[config.mk]
export PLATFORM = sky130hd
export DESIGN_NAME = uart_hex_formatter_flat
export DESIGN_NICKNAME = d
export VERILOG_FILES = /design/src/rtl/uart_pkg.sv /design/src/rtl/uart_hex_formatter_if.sv /design/src/rtl/nibble_to_hex_ascii.sv /design/src/rtl/uart_hex_formatter.sv /design/src/flat_wrapper.sv
export SDC_FILE = /design/constraint.sdc
export NUM_CORES = 1
export LEC_CHECK = 0
export ABC_CLOCK_PERIOD_IN_PS = 3300
export CAP_MARGIN = 10
export CORE_MARGIN = 4
export CORE_UTILIZATION = 25
export CTS_CLUSTER_DIAMETER = 80
export DETAILED_ROUTE_END_ITERATION = 10
export PLACE_DENSITY = 0.55
export SYNTH_ARGS = -nofsm -noshare
export SYNTH_HDL_FRONTEND = slang
export SYNTH_SLANG_ARGS = --single-unit
[constraint.sdc]
create_clock -name clk -period 3.3 [get_ports clk]
set_input_delay 0.66 -clock clk [delete_from_list [all_inputs] [get_ports clk]]
set_output_delay 0.66 -clock clk [all_outputs]
set_load 0.05 [all_outputs]
[src/rtl/uart_pkg.sv]
// Shared ASCII constants and the record formatter state encoding.
package uart_pkg;

  localparam logic [7:0] ASCII_CR    = 8'h0D;
  localparam logic [7:0] ASCII_LF    = 8'h0A;
  localparam logic [7:0] ASCII_COLON = 8'h3A;

  typedef enum logic [1:0] {
    IDLE   = 2'd0,
    LOAD   = 2'd1,
    STB_HI = 2'd2,
    STB_LO = 2'd3
  } fmt_state_e;

endpackage

[src/rtl/uart_hex_formatter_if.sv]
// Record-in / character-out bundle between a record producer and the formatter.
interface uart_hex_formatter_if;
  logic [15:0] addr;
  logic [7:0]  value;
  logic        req;
  logic        ready;
  logic [7:0]  data;
  logic        data_strobe;

  modport master (output addr, value, req, input ready, data, data_strobe);
  modport slave  (input addr, value, req, output ready, data, data_strobe);
endinterface

[src/rtl/nibble_to_hex_ascii.sv]
// Combinational 4-bit to uppercase ASCII hex digit converter.
module nibble_to_hex_ascii (
  input  logic [3:0] nibble,
  output logic [7:0] ascii
);
  always_comb begin
    if (nibble < 4'd10) ascii = 8'h30 + {4'h0, nibble};
    else                ascii = 8'h37 + {4'h0, nibble};
  end
endmodule

[src/rtl/uart_hex_formatter.sv]
// Formats {addr, value} records as "AAAA<sep>VV<eol>" and strobes each character
// to a TX buffer, paced on the baud_x1 tick.
module uart_hex_formatter
  import uart_pkg::*;
#(
  parameter logic [7:0] SEP_CHAR = ASCII_COLON,
  parameter bit         EOL_CRLF = 1'b1
) (
  input  logic               clk,
  input  logic               reset,
  input  logic               baud_x1,
  uart_hex_formatter_if.slave bus
);

  localparam logic [3:0] LAST_IDX = EOL_CRLF ? 4'd8 : 4'd7;

  fmt_state_e  state_q, state_d;
  logic        ready_q, ready_d;
  logic [7:0]  data_q, data_d;
  logic        strobe_q, strobe_d;
  logic [3:0]  idx_q, idx_d;
  logic [15:0] addr_q, addr_d;
  logic [7:0]  value_q, value_d;

  logic [3:0]  sel_idx;
  logic [3:0]  nib;
  logic [7:0]  nib_ascii;
  logic [7:0]  char_sel;

  // STB_LO loads the following char, so the mux looks one index ahead there.
  always_comb begin
    sel_idx = (state_q == STB_LO) ? idx_q + 4'd1 : idx_q;
    case (sel_idx)
      4'd0:    nib = addr_q[15:12];
      4'd1:    nib = addr_q[11:8];
      4'd2:    nib = addr_q[7:4];
      4'd3:    nib = addr_q[3:0];
      4'd5:    nib = value_q[7:4];
      4'd6:    nib = value_q[3:0];
      default: nib = '0;
    endcase
  end

  nibble_to_hex_ascii u_hex (
    .nibble (nib),
    .ascii  (nib_ascii)
  );

  always_comb begin
    case (sel_idx)
      4'd4:    char_sel = SEP_CHAR;
      4'd7:    char_sel = EOL_CRLF ? ASCII_CR : ASCII_LF;
      4'd8:    char_sel = ASCII_LF;
      default: char_sel = nib_ascii;
    endcase
  end

  always_comb begin
    state_d  = state_q;
    ready_d  = ready_q;
    data_d   = data_q;
    strobe_d = strobe_q;
    idx_d    = idx_q;
    addr_d   = addr_q;
    value_d  = value_q;
    case (state_q)
      IDLE: begin
        if (bus.req && ready_q) begin
          addr_d  = bus.addr;
          value_d = bus.value;
          ready_d = 1'b0;
          idx_d   = '0;
          state_d = LOAD;
        end
      end
      LOAD: begin
        if (baud_x1) begin
          data_d   = char_sel;
          strobe_d = 1'b1;
          state_d  = STB_HI;
        end
      end
      STB_HI: begin
        if (baud_x1) begin
          strobe_d = 1'b0;
          state_d  = STB_LO;
        end
      end
      STB_LO: begin
        if (baud_x1) begin
          if (idx_q == LAST_IDX) begin
            ready_d = 1'b1;
            state_d = IDLE;
          end else begin
            idx_d    = idx_q + 4'd1;
            data_d   = char_sel;
            strobe_d = 1'b1;
            state_d  = STB_HI;
          end
        end
      end
      default: state_d = IDLE;
    endcase
  end

  always_ff @(posedge clk or negedge reset) begin
    if (!reset) begin
      state_q  <= IDLE;
      ready_q  <= 1'b1;
      data_q   <= '0;
      strobe_q <= 1'b0;
      idx_q    <= '0;
      addr_q   <= '0;
      value_q  <= '0;
    end else begin
      state_q  <= state_d;
      ready_q  <= ready_d;
      data_q   <= data_d;
      strobe_q <= strobe_d;
      idx_q    <= idx_d;
      addr_q   <= addr_d;
      value_q  <= value_d;
    end
  end

  assign bus.ready       = ready_q;
  assign bus.data        = data_q;
  assign bus.data_strobe = strobe_q;

endmodule
[src/flat_wrapper.sv]
// flat-port wrapper written by rule: the top's interface ports become plain ports
module uart_hex_formatter_flat import uart_pkg::*;
#(
  parameter logic [7:0] SEP_CHAR = ASCII_COLON,
  parameter bit         EOL_CRLF = 1'b1
)
  (clk, reset, baud_x1, bus_addr, bus_value, bus_req, bus_ready, bus_data, bus_data_strobe);
  uart_hex_formatter_if bus_i ();
  input  logic clk;
  input  logic reset;
  input  logic baud_x1;
  input wire logic [$bits(bus_i.addr)-1:0] bus_addr;
  input wire logic [$bits(bus_i.value)-1:0] bus_value;
  input wire logic [$bits(bus_i.req)-1:0] bus_req;
  output wire logic [$bits(bus_i.ready)-1:0] bus_ready;
  output wire logic [$bits(bus_i.data)-1:0] bus_data;
  output wire logic [$bits(bus_i.data_strobe)-1:0] bus_data_strobe;
  assign bus_i.addr = bus_addr;
  assign bus_i.value = bus_value;
  assign bus_i.req = bus_req;
  assign bus_ready = bus_i.ready;
  assign bus_data = bus_i.data;
  assign bus_data_strobe = bus_i.data_strobe;
  uart_hex_formatter #(.SEP_CHAR(SEP_CHAR), .EOL_CRLF(EOL_CRLF)) u_core (.clk(clk), .reset(reset), .baud_x1(baud_x1), .bus(bus_i));
endmodule
# After elaboration in Yosys (flattened, before gate mapping)
# Index checks and enable logic that the tools add are counted.
[word_totals]
mem_bits_ro = 0
reg_bits = 40
memories = 0
ram_bits = 0
in_bits = 28
wordCells = 68
latch_bits = 0
output_inout_bits = 10
[classes]
n_mul = 0
order_cmp = 1
add_sub_neg = 3
n_bitwise = 0
div_mod_pow = 0
eq_ne = 18
muxes = 27
reduce_logical = 12
shifts = 0
[op_table]
columns = ["cell", "count"]
rows = [
  ["$mux 8", 3],
  ["$pmux 4 s6", 1],
  ["$pmux 7 s3", 1],
  ["$eq 4x3->1 const B", 4],
  ["$mux 4", 4],
  ["$pmux 8 s2", 1],
  ["$reduce_and 4->1", 4],
  ["$add 6x4->7 const A", 2],
  ["$mux 2", 5],
  ["$ne 2x2->1 const B", 5],
  ["$eq 4x2->1 const B", 2],
  ["$eq 4x4->1 const B", 2],
  ["$pmux 2 s4", 1],
  ["$pmux 4 s2", 1],
  ["$mux 1", 7],
  ["$mux 7", 1],
  ["$reduce_and 5->1", 1],
  ["$add 4x1->4 const B", 1],
  ["$eq 2x2->1 const B", 2],
  ["$eq 4x1->1 const B", 1],
  ["$logic_not 4->1", 1],
  ["$lt 4x4->1 const B", 1],
  ["$reduce_bool 2->1", 2],
  ["$pmux 1 s3", 1],
  ["other kinds (7)", 7],
]

# Logic depth before layout (Yosys ltp)
# Gate-level depths: netlist of the first run.
[logic_depth]
depth_word = 10
mapped_depth = 11
ltp_nobuf = 10

# Modules after synthesis
# Synthesis of the first run repeated with hierarchy kept, for this count alone.
[hier_totals]
hier_cells = 215
hier_area_um2 = 2248.4
[by_module_without_submodules]
columns = ["mod", "cells_each", "instances", "seq_area_each_um2", "area_each_um2"]
rows = [
  ["uart_hex_formatter", 199, 1, 1002.2, 2143.3],
  ["nibble_to_hex_ascii", 16, 1, 0.0, 105.1],
]

# Worst setup path after synthesis of the first run
# No wires, ideal clock.
[synth_path]
path_type = "register -> register"
startpoint = "register u_core.state_q[1]"
endpoint = "register u_core.data_q[6] (netlist: u_core.bus.data[6])"
setup_ns = 0.121
period_less_slack_ns = 2.543
stages_incl_launch_ff = 10
n_path_buf = 1
required_time_ns = 3.179
slack_ns = 0.757
arrival_time_ns = 2.422
path_cell_list = "dfrtp_1 ha_1 ha_1 buf_6 mux4_2 a22oi_1 ha_1 o21bai_1 a21oi_1 a22o_1"
[synth_via]
elab_chain_len = 10
elab_cells_between_ends = 27
classes_between = "add/sub: 2; order compare: 1; eq/ne: 13; mux: 8; reduce/logical: 3"
[synth_rtl]
columns = ["element", "line_no", "text"]
rows = [
  ["start: declaration", "uart_hex_formatter.sv:17", "fmt_state_e state_q, state_d;"],
  ["start signal: assignment", "uart_hex_formatter.sv:116", "state_q <= state_d;"],
  ["$eq 2x2->1", "uart_hex_formatter.sv:32, uart_hex_formatter.sv:66", ""],
  ["$mux 4", "uart_hex_formatter.sv:32", "sel_idx = (state_q == STB_LO) ? idx_q + 4'd1 : idx_q;"],
  ["$eq 4x3->1 (tied with other cells)", "uart_hex_formatter.sv:33", "case (sel_idx)"],
  ["$pmux 4 s6", "uart_hex_formatter.sv:33", ""],
  ["$add 6x4->7 (tied with other cells)", "nibble_to_hex_ascii.sv:8", "else ascii = 8'h37 + {4'h0, nibble};"],
  ["$mux 7", "nibble_to_hex_ascii.sv:7", "if (nibble < 4'd10) ascii = 8'h30 + {4'h0, nibble};"],
  ["$pmux 7 s3", "uart_hex_formatter.sv:50", "case (sel_idx)"],
  ["$mux 8", "uart_hex_formatter.sv:91", "if (idx_q == LAST_IDX) begin"],
  ["$mux 8", "uart_hex_formatter.sv:90", "if (baud_x1) begin"],
  ["$pmux 8 s2", "uart_hex_formatter.sv:66", "case (state_q)"],
  ["end signal: assignment", "uart_hex_formatter.sv:118", "data_q <= data_d;"],
  ["end: declaration", "uart_hex_formatter.sv:19", "logic [7:0] data_q, data_d;"],
]
# Several ways; a longest one is shown, not always the timed one. The select of a mux whose other input is x is not followed.
# A chain may end at the register's enable or synchronous reset.

# Final worst setup path of the first run
# Ends and elaborated chain as after synthesis.

==> flow_summary.yaml, run 1 <==
finish:
  diodes: 0
  final_util: 0.3205
  stdcell_count: 336
  final_cell_mix: "dfrtp_1, clkdlybuf4s50_1, mux2_2, a21oi_1, nand2_1"
  final_common_cell: "dfrtp_1"
  layout-area-overhead-vs-synth_pct: 24.87
  multiInputGateArea_um2: 1170
  nets: 264
  design_area_um2: 2795
  drive_gt1_frac: 0.2193
  seq_area_um2: 977.2
  n_fill_cell: 863
job:
  cap_violations: 0
setup_path:
  end_kind: "flop"
  cp_common_cell: "ha_1"
  worstPathArrival_ps: 3040
  critPathRequiredTime_ps: 3480
  crit_chain: "ha_1 > ha_1 > mux4_1 > and2_4 > nor2_8 > ha_1 > o21bai_1 > a21oi_1 > a22o_1"
  crit_family: "adder cells"
  crit_buf_inv: 0
  timing.rr.start: "u_core.state_q[1]"
  regToRegSetupSlack_ps: 440
  crit_fanout: 11
  crit_type: "flop to flop"
  max_stage_delay_ps: 600
  slowest_stage: "mux4_1"
  worstRegToRegCells: 9
  reg2reg_to: "u_core.bus.data[6]"
  start_kind: "flop"
detailed_routing:
  topRoutingLayerUsed: "met4"
  vias: 1595
  met2_length_um: 2287
  vias_per_cell: 4.747
  wl_per_cell_um: 14.21
  drt_wl_total_um: 4776
  drc: 0
  wl_met1_um: 2232
  met3WireLength_um: 203
  ant_nets: 0
  firstDrtPassIters: 4
  drtIter0Drc: 50
floorplan:
  die_y_um: 102.6
  die_area_um2: 10530
  fp-row-count: 34
  ios: 38
  start_util: 0.2567
  die_w_um: 102.6
  core_area_um2: 8721
sta:
  setup_viol: 0
  finalCritPeriodShare: 0.8670
  clock.fmax_mhz: 349.5
  tightest_slew_ps: 869.3
  fin_crit_ps: 2861
  finalSetupTns_ps: 0
  maxSlewViolCount: 0
  rsz0062_at_grt: "false"
  hold_violations: 0
  clock_skew_ps: 7.034
  max_slew_margin: 0.4205
synthesis:
  synth-seq-cells: 39
  synth.area.top_cells: "dfrtp_1, mux2_2, ha_1, a21oi_1, mux4_1"
  synth_cell_type_count: 56
  synthArstFlopShare: 1.000
  ys.flop_type: "dfrtp_1"
  ys_warn_count: 0
  synthesis.area_um2: 2238
  synth_largest_area_cell: "dfrtp_1"
  synthDominantCellAreaShare: 0.4248
  synth-edff-count: 0
  ys_seq_area_frac: 0.4366
  syn_nets: 228
  synthCells: 191
  postSynthAreaPerCell_um2: 11.72
clock_tree:
  cts_buffers: 5
  clkLatencyLatePin_ps: 290
  clk_pin_slew_ps: 80
  clock-sinks: 39
  clock_path_buffers: 2
  holdBufCountCts: 0
  root_buffer: "clkbuf_8"
  cts_resized: 0
  htreeDepth: 2
  cts_setup_buffers: 0
  cts_tree: "yes"
pwr:
  max-vdd-ir-drop_v: 0.0002472
  p_leak_nw: 1.271
  finalPower_w: 0.002150
  powerDensity_nw_per_um2: 769.2
place:
  dp_hpwl_um: 3747
  detailed_place.area_um2: 2683
  place_congestion: 0.7680
  dp.cells: 328
  io_buffers: 36
global_routing:
  overflow: 0
  grtUsageTotal: 0.09611
  grt_start_max_net_pins: 40
  grt_pass1_wl_um: 8004
  antenna_found_initial: 0
  grt_pass1_vias: 1592
status:
  outcome: "finished, final reports clean"
hold_path:
  hold_path.class: "input port to asynchronous set/reset pin"
## report_power, final
group	internal, W	total [W]	switching, W
combinational	0.000439	0.00105	0.000612
sequential	0.000605	0.000700	0.0000956
clock	0.000225	0.000399	0.000174
## registers in the layout, indices dropped and copies added (netlist names)
name,cells
u_core.bus.ready,1
u_core.value_q,8
u_core.idx_q,4
u_core.state_q,2
u_core.addr_q,16
u_core.bus.data,7
u_core.bus.data_strobe,1
## cell families after synthesis
group | after synthesis | synth area share
AO/OA/AOI/OAI | 52 | 0.1727
XOR/XNOR | 1 | 0.003914
adder cells (fa/ha/maj) | 9 | 0.05031
buffers and inverters | 17 | 0.04080
flip-flops | 39 | 0.4366
multiplexers | 33 | 0.1934
other | 1 | 0.001675
AND/OR/NAND/NOR | 39 | 0.1006
## final cells by class
type	instances	share of cell area
Multi-Input combinational cell	135	0.4185
Sequential cell	39	0.3496
Timing Repair Buffer	38	0.1325
Tap cell	108	0.04834
Clock buffer	5	0.02462
Clock inverter	3	0.01567
Inverter	8	0.01074
## per-stage QoR
stage / setup slack (ps) / hold slack, ps
final: 439.0 / 467.1
after global routing: 237.9 / 526.1
after CTS: 420.3 / 514.9
after detailed placement: 437.2 / 495.4
after global placement: 525.1 / 489.8
after floorplan: 757.1 / 364.4
## synthesized netlist by cell type, drive strengths merged (2+ instances only)
master  instances
dfrtp          38
mux2           26
a21oi          11
nand2          11
ha              9
inv             8
nor2            8
o21ai           8
buf             5
a22o            4
clkbuf          4
mux4            4
nand3           4
o31ai           4
a21o            3
a31oi           3
and2            3
mux2i           3
a211oi          2
a22oi           2
a31o            2
and3b           2
nor3            2
o21bai          2
or2             2
## worst max path at each step
stage | from | end | slack [ps] | cells after the start
2_1_floorplan | u_core.state_q[1] | u_core.bus.data[6] | 760 | 9
3_3_place_gp | u_core.state_q[1] | u_core.bus.data[6] | 530 | 9
3_5_place_dp | u_core.state_q[1] | u_core.bus.data[6] | 440 | 9
4_1_cts | u_core.state_q[1] | u_core.bus.data[6] | 420 | 9
5_1_grt | u_core.state_q[1] | u_core.bus.data[6] | 240 | 8
6_report | u_core.state_q[1] | u_core.bus.data[6] | 440 | 9
## worst reg2reg max path, stage by stage, from the launching register on
cell and delay, ps:
dfrtp_1 420, ha_1 220, ha_1 540, mux4_1 610, and2_4 200, nor2_8 140, ha_1 200, o21bai_1 120
a21oi_1 100, a22o_1 220
## routing by layer
metal / vias up / global-route usage
li1: 784 / -
met1: 781 / 0.1246
met3: 5 / 0.02571
met2: 25 / 0.1559
met4: 0 / 0.03128
met5: - / 0
Note: power is estimated with default switching activity, not from simulation.
==> inputs of run 2 (changes only) <==
Settings changed: ABC_CLOCK_PERIOD_IN_PS 3300 to 2750.
Clock period 3.3 ns to 2.75 ns, I/O delays scaled along.
==> run 2 against run 1 <==
Non-clock buffer count up 10. Combinational power up 35%. Hold slack worse by 110 ps. Die area unchanged. Critical path type unchanged. Critical endpoint unchanged. Total power up 22%. Global-route usage down 0.31 points. Fmax up 7.6%. Largest cell class unchanged. First-iteration DRC count down 16%. Flip-flop and latch count unchanged. Register-to-register slack worse by 350 ps. Final cell count up 3.0%.
==> flow_summary.yaml, run 2 (same netlist as run 1, synthesis figures left out) <==
pwr:
  finalPower_w: 0.002633
  p_leak_nw: 1.302
  powerDensity_nw_per_um2: 916.1
  max-vdd-ir-drop_v: 0.0002729
detailed_routing:
  drt_wl_total_um: 4798
  met3WireLength_um: 216
  drc: 0
  ant_nets: 0
  topRoutingLayerUsed: "met4"
  vias_per_cell: 4.636
  vias: 1604
  wl_per_cell_um: 13.87
  firstDrtPassIters: 4
  met2_length_um: 2271
  drtIter0Drc: 42
  wl_met1_um: 2280
finish:
  layout-area-overhead-vs-synth_pct: 28.40
  max_flop_register: "u_core.addr_q"
  final_cell_mix: "dfrtp_1, clkdlybuf4s50_1, mux2_2"
  largest_reg_flops: 16
  diodes: 0
  final_util: 0.3296
  n_fill_cell: 866
  nets: 274
  multiInputGateArea_um2: 1190
  seq_area_um2: 977.2
  drive_gt1_frac: 0.2647
  final_common_cell: "dfrtp_1"
  stdcell_count: 346
sta:
  setup_viol: 0
  max_slew_margin: 0.4195
  fin_crit_ps: 2659
  hold_ws_ps: 359.6
  clock.fmax_mhz: 376.1
  finalSetupTns_ps: 0
  clock_skew_ps: 5.146
  finalCritPeriodShare: 0.9669
  tightest_slew_ps: 870.7
  hold_violations: 0
  maxSlewViolCount: 0
place:
  io_buffers: 36
  dp.cells: 335
  dp_hpwl_um: 3564
  place_congestion: 0.7896
setup_path:
  worstSetupStartpoint: "u_core.state_q[0]"
  crit_fanout: 6
  max_stage_delay_ps: 570
  timing.rr.start: "u_core.state_q[0]"
  crit_type: "flop to flop"
  slowest_stage: "mux4_1"
  end_kind: "flop"
  start_kind: "flop"
  critPathRequiredTime_ps: 2940
  crit_chain: "ha_1 > ha_4 > mux4_1 > and2_4 > nor2_8 > ha_2 > o21bai_1 > a21oi_1 > a22o_1"
  worstPathArrival_ps: 2850
global_routing:
  grtUsageTotal: 0.09300
  antenna_found_initial: 0
  grt_pass1_vias: 1563
  grt_start_max_net_pins: 40
  grt_pass1_wl_um: 7693
  overflow: 0
floorplan:
  ios: 38
  core_area_um2: 8721
  die_w_um: 102.6
  start_util: 0.2567
  die_area_um2: 10530
  die_y_um: 102.6
  fp-row-count: 34
job:
  cap_violations: 0
hold_path:
  hold_path.class: "input port to asynchronous set/reset pin"
clock_tree:
  cts_tree: "yes"
  clock-sinks: 39
  root_buffer: "clkbuf_8"
  htreeDepth: 2
  clock_path_buffers: 2
  cts_buffers: 5
  clkLatencyLatePin_ps: 290
  holdBufCountCts: 0
  clk_pin_slew_ps: 80
status:
  outcome: "finished, final reports clean"
[run 2: cell types whose count changed in the layout (fill, tap and decap cells not counted), sizes merged]
cell and delta:
bufinv -1, inv +1, clkinv -2, clkinvlp +2, buf +10
[run 2: layer usage]
metal  vias to the layer above  GRT usage
met2                        29     0.1420
met4                         0    0.02725
met1                       766     0.1292
met5                         -          0
met3                         4    0.02503
li1                        805          -
[run 2: what timing repair did]
item                       in CTS  in global routing
setup endpoints to repair       1                  3
hold endpoints to repair        0                  0
cloned                          0                  0
pin swaps                       0                  0
resized for setup               1                  4
buffers inserted                0                  3
[run 2: metrics by stage]
stage                     instance area (µm²)  setup slack [ps]
final                                    2874             90.96
after global routing                     2874            -24.00
after CTS                                2830             38.63
after detailed placement                 2735             18.51
after global placement                   2735             67.45
after floorplan                          2238             207.1
[run 2: worst paths after layout]
path / to / slack, ps / depth (start not counted)
max in group asynchronous: u_core.bus.data[3] / 1840 / 1
worst max register to register: u_core.bus.data[6] / 90 / 9
worst min-delay path: u_core.idx_q[3] / 360 / 1
min in group clk: u_core.addr_q[10] / 510 / 1
worst max-delay path: u_core.bus.data[6] / 90 / 9
worst min register to register: u_core.addr_q[10] / 510 / 1
[run 2: worst max-delay path: cells and delay by family (launching register included)]
family	cells	cell delay, ps
AND/OR/NAND/NOR	2	340
flip-flops	1	410
multiplexers	1	570
adder cells (fa/ha/maj)	3	810
AO/OA/AOI/OAI	3	420
[run 2: area by class of cell]
type | count | share of cell area
tap | 108 | 0.04702
clock inverter | 3 | 0.008272
clock buffer | 5 | 0.02394
sequential | 39 | 0.3400
timing repair buffer | 48 | 0.1563
inverter | 8 | 0.01045
multi-input combinational | 135 | 0.4140
[run 2: where the power goes]
part,switching [W],internal (W)
Clock,0.000220,0.000181
Sequential,0.0000889,0.000725
Combinational,0.000786,0.000631
Total,0.00110,0.00154
==> inputs of run 3 (changes only) <==
Settings changed: ABC_CLOCK_PERIOD_IN_PS 2750 to 2170, PLACE_DENSITY 0.55 to 0.56.
Clock period 2.75 ns to 2.17 ns, I/O delays scaled along.
==> run 3 against run 2 <==
The flow now finishes with violations (negative setup slack). Total power rose by 54%. Largest cell class unchanged. Count of clock-buffer cells in the layout did not move. First-iteration DRC count is 7.1% higher. Utilization increased by 5.2 points. Combinational power up 70%. Final area grew 16%. Flip-flop and latch count unchanged. Largest power group unchanged. Wire length grew 11%. Register-to-register slack got worse by 360 ps. Clock skew up 3.8 ps. Critical endpoint is now u_core.bus.data[2]. Global-route usage rose by 1.3 points. Die area is the same.
==> flow_summary.yaml, run 3 (same netlist as run 1, synthesis figures left out) <==
sta:
  maxSlewViolCount: 0
  finalCritPeriodShare: 1.124
  max_slew_margin: 0.6566
  setup_viol: 7
  hold_ws_ps: 111.1
  setup_ws_ps: -269.9
  clock.fmax_mhz: 409.9
  hold_violations: 0
  rsz0062_at_grt: "true"
  fin_crit_ps: 2440
  tightest_slew_ps: 515.1
  finalSetupTns_ps: -1385
  clock_skew_ps: 8.908
global_routing:
  antenna_found_initial: 0
  overflow: 0
  grt_pass1_vias: 1891
  grt_pass1_wl_um: 8894
  grt_start_max_net_pins: 25
  grtUsageTotal: 0.1060
hold_path:
  hold_path.class: "input port to asynchronous set/reset pin"
finish:
  layout-area-overhead-vs-synth_pct: 48.46
  n_fill_cell: 809
  final_common_cell: "buf_4"
  max_flop_register: "u_core.addr_q"
  final_util: 0.3811
  diodes: 0
  final_cell_mix: "buf_4, dfrtp_1, clkdlybuf4s50_1, mux2_2, nand2_1"
  largest_reg_flops: 16
  drive_gt1_frac: 0.4291
  nets: 311
detailed_routing:
  ant_nets: 0
  vias: 1740
  firstDrtPassIters: 4
  drt_wl_total_um: 5317
  vias_per_cell: 4.543
  wl_per_cell_um: 13.88
  drc: 0
  drtIter0Drc: 45
setup_path:
  worstPathArrival_ps: 2610
  worstSetupStartpoint: "u_core.state_q[1]"
  worstRegToRegCells: 8
  crit_fanout: 5
  critPathRequiredTime_ps: 2340
  regToRegSetupSlack_ps: -270
  timing.rr.start: "u_core.state_q[1]"
  crit_type: "flop to flop"
  end_kind: "flop"
  crit_path_end: "u_core.bus.data[2]"
  start_kind: "flop"
  reg2reg_to: "u_core.bus.data[2]"
place:
  dp_hpwl_um: 4025
  place_ws_ps: -354.3
  io_buffers: 36
  place_congestion: 0.8019
clock_tree:
  holdBufCountCts: 0
  clkLatencyLatePin_ps: 280
  htreeDepth: 2
  clock_path_buffers: 2
  cts_tree: "yes"
  root_buffer: "clkbuf_8"
  clock-sinks: 39
  clk_pin_slew_ps: 80
  cts_buffers: 5
pwr:
  p_leak_nw: 1.507
  max-vdd-ir-drop_v: 0.0003866
  powerDensity_nw_per_um2: 1222
floorplan:
  die_w_um: 102.6
  core_area_um2: 8721
  die_y_um: 102.6
  die_area_um2: 10530
  fp-row-count: 34
  start_util: 0.2567
  ios: 38
status:
  violations: "negative setup slack"
  outcome: "finished, violations left"
job:
  cap_violations: 0
## run 3: layout make-up
cell class | instances | area [µm²] | share of cell area
repair buffers | 85 | 777.0 | 0.2338
clock inverters | 3 | 43.79 | 0.01318
clock buffers | 5 | 68.82 | 0.02071
multi-input cells | 135 | 1290 | 0.3882
inverters | 8 | 30.03 | 0.009036
well taps | 108 | 135.1 | 0.04066
flip-flops and latches | 39 | 978.4 | 0.2944
## run 3: worst min-delay path by stage
stage | startpoint | end | cells after the start
6_report | reset | u_core.idx_q[3] | 1
2_1_floorplan | reset | u_core.addr_q[0] | 0
5_1_grt | reset | u_core.bus.data[4] | 1
3_5_place_dp | reset | u_core.bus.data_strobe | 1
4_1_cts | reset | u_core.idx_q[3] | 1
3_3_place_gp | reset | u_core.bus.data_strobe | 1
## run 3: repair_timing
action,CTS,global route
gates resized for setup,11,9
buffers inserted,6,8
pin swaps,9,3
setup endpoints to repair,7,8
endpoints found under the hold margin,0,0
## run 3: critical path, stage by stage, from the launching register on
cell	delay [ps]
dfrtp_1	430
ha_4	200
ha_4	320
buf_12	110
mux4_2	470
and2_4	150
a21o_1	170
and4b_1	170
o32a_1	320
## run 3: power by group
group	switching (W)	internal, W	leakage, nW
sequential	0.000119	0.000921	0.515
clock	0.000262	0.000343	0.0581
combinational	0.00117	0.00125	0.934
## run 3: layer usage
layer	up-vias	wire [µm]	track usage	share of wire
li1	876	-	-	-
met5	-	0	0	0
met3	2	228	0.02774	0.043
met2	29	2659	0.1783	0.50
met4	0	28	0.02825	0.0053
met1	833	2401	0.1350	0.45
## run 3: stage by stage
stage / std cells / cell area [µm²] / power (W)
floorplan: 191 / 2282 / 0.002340
global placement: 361 / 3007 / 0.003119
detailed placement: 361 / 3007 / 0.003150
CTS: 375 / 3216 / 0.003937
global route: 383 / 3323 / 0.004366
finish: 383 / 3323 / 0.004062
